<file path="src/rtl/wb_multi_counter.sv">
// Wishbone classic slave with NCH up/down counters, compare match, auto-reload and W1C status irq.
// Latency: ack one cycle after a request, never back-to-back; optional shared prescaler (WB_COUNTER_PRESCALE_EN).
// Backpressure: none; every request is acked, writes to unmapped slots are dropped.
module wb_multi_counter #(
    parameter int BITS = 32,
    parameter int NCH  = 4
) (
    input  logic                wb_clk_i,
    input  logic                wb_rst_ni,
    input  logic                wbs_cyc_i,
    input  logic                wbs_stb_i,
    input  logic                wbs_we_i,
    input  logic [3:0]          wbs_sel_i,
    input  logic [31:0]         wbs_adr_i,
    input  logic [31:0]         wbs_dat_i,
    output logic                wbs_ack_o,
    output logic [31:0]         wbs_dat_o,
    output logic [NCH*BITS-1:0] count_o,
    output logic [NCH-1:0]      match_o,
    output logic                irq_o
);
    localparam logic [4:0]      ADR_PRESCALE = 5'b11110;
    localparam logic [4:0]      ADR_STATUS   = 5'b11111;
    localparam logic [BITS-1:0] ONE          = BITS'(1);

    logic [BITS-1:0] count_q  [NCH];
    logic [BITS-1:0] count_d  [NCH];
    logic [BITS-1:0] cmp_q    [NCH];
    logic [BITS-1:0] cmp_d    [NCH];
    logic [3:0]      ctrl_q   [NCH];
    logic [3:0]      ctrl_d   [NCH];
    logic [BITS-1:0] step_val [NCH];
    logic [NCH-1:0]  wr_hit;
    logic [NCH-1:0]  ie_vec;
    logic [NCH-1:0]  st_clr;
    logic [NCH-1:0]  status_q, status_d;
    logic [NCH-1:0]  match_q, match_d;
    logic            irq_q, irq_d;
    logic            ack_q, ack_d;
    logic [31:0]     dat_q, dat_d;
    logic [31:0]     rdata;
    logic            req, wr, special, ch_ok, tick;
    logic [4:0]      radr;
    logic [2:0]      ch;
    logic [1:0]      rsel;
    logic            unused_adr;

    function automatic logic [31:0] byte_merge(input logic [31:0] old_val,
                                               input logic [31:0] new_val,
                                               input logic [3:0]  sel);
        logic [31:0] res;
        for (int b = 0; b < 4; b++) begin
            res[b*8 +: 8] = sel[b] ? new_val[b*8 +: 8] : old_val[b*8 +: 8];
        end
        return res;
    endfunction

    assign radr       = wbs_adr_i[6:2];
    assign ch         = wbs_adr_i[6:4];
    assign rsel       = wbs_adr_i[3:2];
    assign unused_adr = ^{wbs_adr_i[31:7], wbs_adr_i[1:0]};

    assign req = wbs_cyc_i & wbs_stb_i & ~ack_q;
    assign wr  = req & wbs_we_i;
    // STATUS/PRESCALE take priority over the channel-7 slots they alias.
    assign special = (radr == ADR_STATUS) || (radr == ADR_PRESCALE);
    assign ch_ok   = !special && (int'(ch) < NCH);

`ifdef WB_COUNTER_PRESCALE_EN
    logic [15:0] prescale_q, prescale_d;
    logic [15:0] div_q, div_d;

    assign tick = (div_q == prescale_q);

    always_comb begin
        prescale_d = prescale_q;
        div_d      = tick ? 16'd0 : div_q + 16'd1;
        if (wr && radr == ADR_PRESCALE) begin
            prescale_d = 16'(byte_merge({16'd0, prescale_q}, wbs_dat_i, wbs_sel_i));
            div_d      = 16'd0;
        end
    end

    always_ff @(posedge wb_clk_i or negedge wb_rst_ni) begin
        if (!wb_rst_ni) begin
            prescale_q <= '0;
            div_q      <= '0;
        end else begin
            prescale_q <= prescale_d;
            div_q      <= div_d;
        end
    end
`else
    assign tick = 1'b1;
`endif

    always_comb begin
        for (int n = 0; n < NCH; n++) begin
            step_val[n] = ctrl_q[n][1] ? count_q[n] - ONE : count_q[n] + ONE;
            wr_hit[n]   = wr && ch_ok && (ch == 3'(n));
            ie_vec[n]   = ctrl_q[n][3];
            count_d[n]  = count_q[n];
            cmp_d[n]    = cmp_q[n];
            ctrl_d[n]   = ctrl_q[n];
            match_d[n]  = 1'b0;
            if (ctrl_q[n][0] && tick) begin
                count_d[n] = step_val[n];
                if (step_val[n] == cmp_q[n]) begin
                    match_d[n] = 1'b1;
                    if (ctrl_q[n][2]) begin
                        count_d[n] = ctrl_q[n][1] ? cmp_q[n] : '0;
                    end
                end
            end
            // A COUNT write overrides the step and suppresses that cycle's match.
            if (wr_hit[n]) begin
                case (rsel)
                    2'd0: ctrl_d[n] = 4'(byte_merge(32'(ctrl_q[n]), wbs_dat_i, wbs_sel_i));
                    2'd1: begin
                        count_d[n] = BITS'(byte_merge(32'(count_q[n]), wbs_dat_i, wbs_sel_i));
                        match_d[n] = 1'b0;
                    end
                    2'd2: cmp_d[n] = BITS'(byte_merge(32'(cmp_q[n]), wbs_dat_i, wbs_sel_i));
                    default: ;
                endcase
            end
        end
    end

    always_comb begin
        st_clr = '0;
        if (wr && radr == ADR_STATUS && wbs_sel_i[0]) begin
            st_clr = wbs_dat_i[NCH-1:0];
        end
        status_d = (status_q & ~st_clr) | match_d;
        irq_d    = |(status_q & ie_vec);

        rdata = '0;
        if (radr == ADR_STATUS) begin
            rdata = 32'(status_q);
`ifdef WB_COUNTER_PRESCALE_EN
        end else if (radr == ADR_PRESCALE) begin
            rdata = 32'(prescale_q);
`endif
        end else if (ch_ok) begin
            for (int n = 0; n < NCH; n++) begin
                if (ch == 3'(n)) begin
                    case (rsel)
                        2'd0:    rdata = 32'(ctrl_q[n]);
                        2'd1:    rdata = 32'(count_q[n]);
                        2'd2:    rdata = 32'(cmp_q[n]);
                        default: rdata = '0;
                    endcase
                end
            end
        end

        ack_d = req;
        dat_d = (req && !wbs_we_i) ? rdata : '0;
    end

    always_ff @(posedge wb_clk_i or negedge wb_rst_ni) begin
        if (!wb_rst_ni) begin
            for (int n = 0; n < NCH; n++) begin
                count_q[n] <= '0;
                cmp_q[n]   <= '0;
                ctrl_q[n]  <= '0;
            end
            status_q <= '0;
            match_q  <= '0;
            irq_q    <= 1'b0;
            ack_q    <= 1'b0;
            dat_q    <= '0;
        end else begin
            for (int n = 0; n < NCH; n++) begin
                count_q[n] <= count_d[n];
                cmp_q[n]   <= cmp_d[n];
                ctrl_q[n]  <= ctrl_d[n];
            end
            status_q <= status_d;
            match_q  <= match_d;
            irq_q    <= irq_d;
            ack_q    <= ack_d;
            dat_q    <= dat_d;
        end
    end

    always_comb begin
        for (int n = 0; n < NCH; n++) begin
            count_o[n*BITS +: BITS] = count_q[n];
        end
    end

    assign wbs_ack_o = ack_q;
    assign wbs_dat_o = dat_q;
    assign match_o   = match_q;
    assign irq_o     = irq_q;
endmodule

</file>
<file path="config.mk">
export PLATFORM = sky130hd
export DESIGN_NAME = wb_multi_counter
export DESIGN_NICKNAME = d
export VERILOG_FILES = /design/src/rtl/wb_multi_counter.sv
export SDC_FILE = /design/constraint.sdc
export NUM_CORES = 1
export LEC_CHECK = 0
export CAP_MARGIN = 0
export CORE_MARGIN = 3
export CORE_UTILIZATION = 25
export DETAILED_ROUTE_END_ITERATION = 12
export GPL_ROUTABILITY_DRIVEN = 0
export PLACE_DENSITY = 0.5
export SETUP_SLACK_MARGIN = 0.15
export SLEW_MARGIN = 0
export SYNTH_ARGS = -nofsm -noshare
export SYNTH_HDL_FRONTEND = slang
export SYNTH_SLANG_ARGS = --single-unit
</file>
<file path="constraint.sdc">
create_clock -name wb_clk_i -period 5.5 [get_ports wb_clk_i]
set_clock_uncertainty 0.2 [all_clocks]
set_input_delay 0.825 -clock wb_clk_i [delete_from_list [all_inputs] [get_ports wb_clk_i]]
set_output_delay 0.825 -clock wb_clk_i [all_outputs]
set_load 0.05 [all_outputs]
</file>
==> results.md, run 1 <==
* Area of the core at 0.102 mm2
* Power per Cell Area at 316 mW/mm2
* Flop pwr share at 30.5%
* GRT Total Usage at 21.6%
* First-pass GRT wire length at 172000 um
* Slowest stage delay, CP at 0.59 ns
* Via count at 25052
* Die X at 327 um
* Ys async rst share at 100%
* Ratio of cells with drive above 1 in the final layout at 11.6%
* Final design utilization at 30.2%
* Mapped Cells at 2902
* Rows at 117
* CP Capture Type: flip-flop
* Total grt overflow at 0
* Via-to-Cell Ratio at 5.65
* Worst-Margin Slew at 1.17 ns
* Status: finished clean
* Top Ports at 239
* Nets at 3230
* Max-cap violations at 0
* Worst hold path class: input pin to asynchronous set/reset pin
* Clock-pin slew on the worst setup and hold paths at 0.06 ns
* Pin count of the biggest net entering global routing at 105
* H-tree depth at 2
* DIE AREA at 0.107 mm2
* Syn Nets at 3099
* Most common cell after layout, fill and taps aside: dfrtp_1
* CTS buffer count at 41
* Initial drt markers at 2727
* Fin. max-slew vios at 0
* Commonest cells after routing, fill and taps aside: 310 x dfrtp_1, 273 x nand2_1, 211 x nor2_1
* Slew HR at 22.0%
* Hold-fix buffers, CTS at 0
* Most used DFF post-synth: dfrtp_1
* Starting Density at 25.3%
* Cell-internal power at 5.71 mW
* Design area at 0.0309 mm2
* CTS Sinks at 314
* Worst-path cell chain: buf_4 -> ha_1 -> a21oi_1 -> o21ai_0 -> a2111oi_0 -> a21boi_1 -> o41a_1 -> xnor3_1 -> nor4_1 -> nand4_1 -> nor4_4 -> buf_12 -> mux2_2 -> a222oi_1
* Slowest CP cell: dfrtp_4
* Antenna viol nets, final at 0
* RSZ-0062 raised after global routing: true
* Number of global-route vias before repair at 24161
* Sequential share of the synthesized area at 30.4%
* Synth area leader: dfrtp_1
* Synth Register Bits at 314
* Setup TNS at 0 ns
* EDFF count, synth at 0
* VDD IR max at 0.213 mV
* Synthesized area at 0.0258 mm2
* Placed cells at 4358
* Critical Path Fanout Max at 32
* Final period utilization at 93.3%
* Critical Path Start Type: flip-flop
* CTS tree: done
* Critical path type: flip-flop to flip-flop
* # port buffers at 211
* Avg Inst Size Synth at 8.90 um2
* Setup-failing EPs final at 0
* Clk Latency, worst-skew pair at 0.59 ns
* Yosys warns at 0
* Final Hold Slack at 0.139 ns
* CP required at 5.77 ns
* Switching fraction of total power at 41.6%
* Root buf cell: clkbuf_16
* WP data arrival at 5.40 ns
* Dpl hpwl at 93600 um
* Synth area leaders: dfrtp_1 30%, mux2_2 7.4%, ha_1 5.8%
* Synth-to-layout area growth at 19.7%
* Clock buffer depth at 3
* Initial antenna violation count at 10
* Drt wl/cell at 27.1 um
* Final Hold Vio Count at 0
* Count of different cell masters after synthesis at 96
* Post-Place Cell Area at 0.0295 mm2
* Clock share of power at 29.1%
* Remaining DRCs at 0
* Synth top area share at 30.4%
* Final min period at 5.13 ns
* LEAKAGE at 12.8 nW
* Combinational share of power at 40.4%
* Psw at 4.06 mW
* Fmax achieved at 195 MHz
* Total Wirelength at 120000 um
* DRT Pass-1 Iters at 7
* Layout Cells excl Fill at 4434
* Die Ht at 327 um
[area by class of cell]
type | count | area [um2]
Fill cell | 11136 | 71300
Multi-Input combinational cell | 2363 | 17100
Sequential cell | 314 | 7870
Timing Repair Buffer | 284 | 2740
Tap cell | 1368 | 1710
Clock buffer | 56 | 1170
Clock inverter | 17 | 203
Inverter | 29 | 109
Antenna cell | 3 | 7.51
[metal layers]
metal,wire length [um],vias up,global-route usage [%]
met2,52600,1018,33.0
met3,10200,145,4.23
met4,4380,0,7.26
met5,0,-,0
met1,52900,12613,30.4
li1,-,11276,-
[cells by family (layout without fill, tap and decap cells)]
kind of cell,Yosys count,count (layout),synth area share (%)
compound gates,981,981,26.1
simple gates,806,806,14.9
flops,314,314,30.4
xor+xnor,252,252,10.3
buf+inv,225,386,3.48
mux,200,200,8.62
fa+ha+maj,124,124,6.12
other cells,0,3,0
[sequential cells by signal, indices dropped and copies added (netlist names)]
signal     count
cmp_q        128
count_o      128
ctrl_q        16
irq_o          1
match_o        4
status_q       4
wbs_ack_o      1
wbs_dat_o     32
[stage by stage]
step	power (mW)	worst slack, ns
2_1_floorplan	5.41	0.736
4_1_cts	9.80	0.402
5_1_grt	10.2	0.145
3_3_place_gp	6.91	0.463
6_report	9.76	0.367
3_5_place_dp	6.92	0.397
[worst max-delay path: cells and delay by family, from the launching register on]
kind                       cells  cell delay (ns)
adders and majority gates      1             0.46
DFF                            1             0.59
buffers and inverters          2             0.54
xor gates and xnor gates       1             0.26
muxes                          1             0.36
and+or+nand+nor                3             0.80
AOI/OAI and AO/OA              6             1.78
[power groups by stage]
stage	Combinational [mW]	Sequential [mW]	Clock, mW
floorplan	1.92	3.49	0
global placement	3.89	3.02	0
detailed placement	3.90	3.02	0
CTS	3.92	2.98	2.90
global route	4.19	3.01	2.98
finish	3.94	2.98	2.84
[synth_stat cells, drive strengths merged, types with 52 or more instances]
cell	number
a21oi	189
ha	120
xor2	90
clkbuf	151
a22oi	177
nand2	273
nor2	211
a221o	55
xnor2	129
a21o	52
dfrtp	314
o21ai	177
o22ai	60
mux2	170
[worst paths after layout]
path                             startpoint       endpoint  slack (ns)  depth (start not counted)
worst max-delay path              ctrl_q[1]    count_o[96]        0.37                         14
worst min-delay path              wb_rst_ni  wbs_dat_o[28]        0.14                          1
worst max register to register    ctrl_q[1]    count_o[96]        0.37                         14
worst min register to register  status_q[2]    status_q[2]        0.32                          1
max in group asynchronous         wb_rst_ni      ctrl_q[5]        3.74                          2
min in group wb_clk_i           status_q[2]    status_q[2]        0.32                          1
[repair_timing]
item | in CTS | in global routing
buffers inserted | 0 | 0
endpoints found under the setup margin | 0 | 25
resized for setup | 0 | 5
Note: power is estimated with default switching activity, not from simulation.
==> run 2: changes to the inputs <==
- CELL_PAD_IN_SITES_DETAIL_PLACEMENT: not set -> 1
- CELL_PAD_IN_SITES_GLOBAL_PLACEMENT: not set -> 2
- PLACE_DENSITY: 0.5 -> 0.68
==> results.md, run 2 (synthesis gave the netlist of run 1 again) <==
* Status: finished clean (unchanged)
* Total grt overflow at 0 (unchanged)
* Final min period at 4.99 ns (was 5.13 ns)
* Power per Cell Area at 314 mW/mm2 (was 316 mW/mm2)
* Critical Path Fanout Max at 20 (was 32)
* GRT Total Usage at 23.0% (was 21.6%)
* Ratio of cells with drive above 1 in the final layout at 12.4% (was 11.6%)
* RSZ-0062 raised after global routing: false (was true)
* Layout Cells excl Fill at 4461 (was 4434)
* CTS buffer count at 41 (unchanged)
* Setup-failing EPs final at 0 (unchanged)
* Synth-to-layout area growth at 20.5% (was 19.7%)
* H-tree depth at 2 (unchanged)
* Dpl hpwl at 99100 um (was 93600 um)
* Final period utilization at 90.7% (was 93.3%)
* Fmax achieved at 200 MHz (was 195 MHz)
* Die X at 327 um (unchanged)
* Critical Path Start Type: flip-flop (unchanged)
* Number of global-route vias before repair at 25305 (was 24161)
* Most common cell after layout, fill and taps aside: dfrtp_1 (unchanged)
* CP Capture Type: flip-flop (unchanged)
* Critical path type: flip-flop to flip-flop (unchanged)
* Total Wirelength at 127000 um (was 120000 um)
* Clock buffer depth at 3 (unchanged)
* Final worst-path setup slack at 0.511 ns (was 0.367 ns)
* DRT Pass-1 Iters at 6 (was 7)
* Slew HR at 18.7% (was 22.0%)
* Area of the core at 0.102 mm2 (unchanged)
* CTS tree: done (unchanged)
* VDD IR max at 0.171 mV (was 0.213 mV)
* Setup TNS at 0 ns (unchanged)
* LEAKAGE at 12.9 nW (was 12.8 nW)
* WP data arrival at 5.26 ns (was 5.40 ns)
* Commonest cells after routing, fill and taps aside: 310 x dfrtp_1, 273 x nand2_1, 211 x nor2_1 (unchanged)
* R2R cell count at 16 (was 14)
* Root buf cell: clkbuf_16 (unchanged)
* Rows at 117 (unchanged)
* Max-cap violations at 0 (unchanged)
* Clock-pin slew on the worst setup and hold paths at 0.06 ns (about the same)
* First-pass GRT wire length at 184000 um (was 172000 um)
* Design area at 0.0311 mm2 (was 0.0309 mm2)
* Worst-Margin Slew at 1.22 ns (was 1.17 ns)
* Placed cells at 4383 (was 4358)
* DIE AREA at 0.107 mm2 (unchanged)
* Pin count of the biggest net entering global routing at 120 (was 105)
* Pre-CTS WS at 0.450 ns (was 0.397 ns)
* Starting Density at 25.3% (unchanged)
* Die Ht at 327 um (unchanged)
* Fin. max-slew vios at 0 (unchanged)
* Reg-to-reg slack, setup at 0.51 ns (was 0.37 ns)
* Hold-fix buffers, CTS at 0 (unchanged)
* Final Hold Slack at 0.0506 ns (was 0.139 ns)
* Final design utilization at 30.5% (was 30.2%)
* Final Hold Vio Count at 0 (unchanged)
* # port buffers at 211 (unchanged)
* Antenna viol nets, final at 0 (unchanged)
* CP required at 5.77 ns (about the same)
* Initial antenna violation count at 14 (was 10)
* Nets at 3255 (was 3230)
* Initial drt markers at 2190 (was 2727)
* Via-to-Cell Ratio at 5.65 (about the same)
* Via count at 25188 (was 25052)
* Post-Place Cell Area at 0.0297 mm2 (was 0.0295 mm2)
* CTS Sinks at 314 (unchanged)
* Top Ports at 239 (unchanged)
* Clk Latency, worst-skew pair at 0.60 ns (was 0.59 ns)
* Power Total at 9.78 mW (was 9.76 mW)
* Remaining DRCs at 0 (unchanged)
* Worst hold path class: input pin to asynchronous set/reset pin (unchanged)
* Drt wl/cell at 28.5 um (was 27.1 um)
-- run 2: changes by cell type in the layout (fill, tap and decap cells not counted), sizes merged --
cell | before | now
buf | 75 | 100
bufinv | 4 | 3
clkbuf | 56 | 58
clkinv | 8 | 6
clkinvlp | 1 | 2
diode | 3 | 4
inv | 33 | 34
-- run 2: what timing repair did --
action / 4_1_cts / 5_1_grt
setup endpoints to repair: 0 / 27
buffers inserted: 0 / 0
gates resized for setup: 0 / 8
-- run 2: worst paths after layout --
kind | end | from
min in group wb_clk_i | status_q[2] | status_q[2]
max in group asynchronous | cmp_q[77] | wb_rst_ni
worst max register to register | count_o[1] | ctrl_q[13]
worst max-delay path | count_o[1] | ctrl_q[13]
worst min-delay path | count_o[100] | wb_rst_ni
worst min register to register | status_q[2] | status_q[2]
-- run 2: critical path, stage by stage, from the launching register on --
cell and delay, ns:
dfrtp_2 0.49, buf_12 0.19, ha_1 0.39, a21oi_1 0.32, o21ai_1 0.16, or2_1 0.27, o211a_1 0.30, nor2_1 0.29
mux2_2 0.38, a2111oi_1 0.47, buf_4 0.19, nand4b_1 0.17, nor4_4 0.40, buf_4 0.20, buf_4 0.18, o31ai_1 0.09
a21o_1 0.17
-- run 2: final cells by class --
type,count,area [um2]
fillers,11951,71100
well taps,1368,1710
repair buffers,309,2950
diodes,4,10.0
clock buffers,58,1160
multi-input cells,2363,17100
inverters,29,109
clock inverters,16,190
flip-flops and latches,314,7870
-- run 2: power breakdown --
group          switching [mW]  internal, mW  total [mW]
Combinational            2.48          1.51        3.99
Sequential              0.446          2.54        2.99
Clock                    1.17          1.62        2.79
-- run 2: per-layer routing --
layer / GRT usage [%] / share of wire [%]
met1: 32.3 / 45
met2: 35.8 / 45
met3: 4.39 / 7.0
met4: 6.56 / 3.0
met5: 0 / 0.025
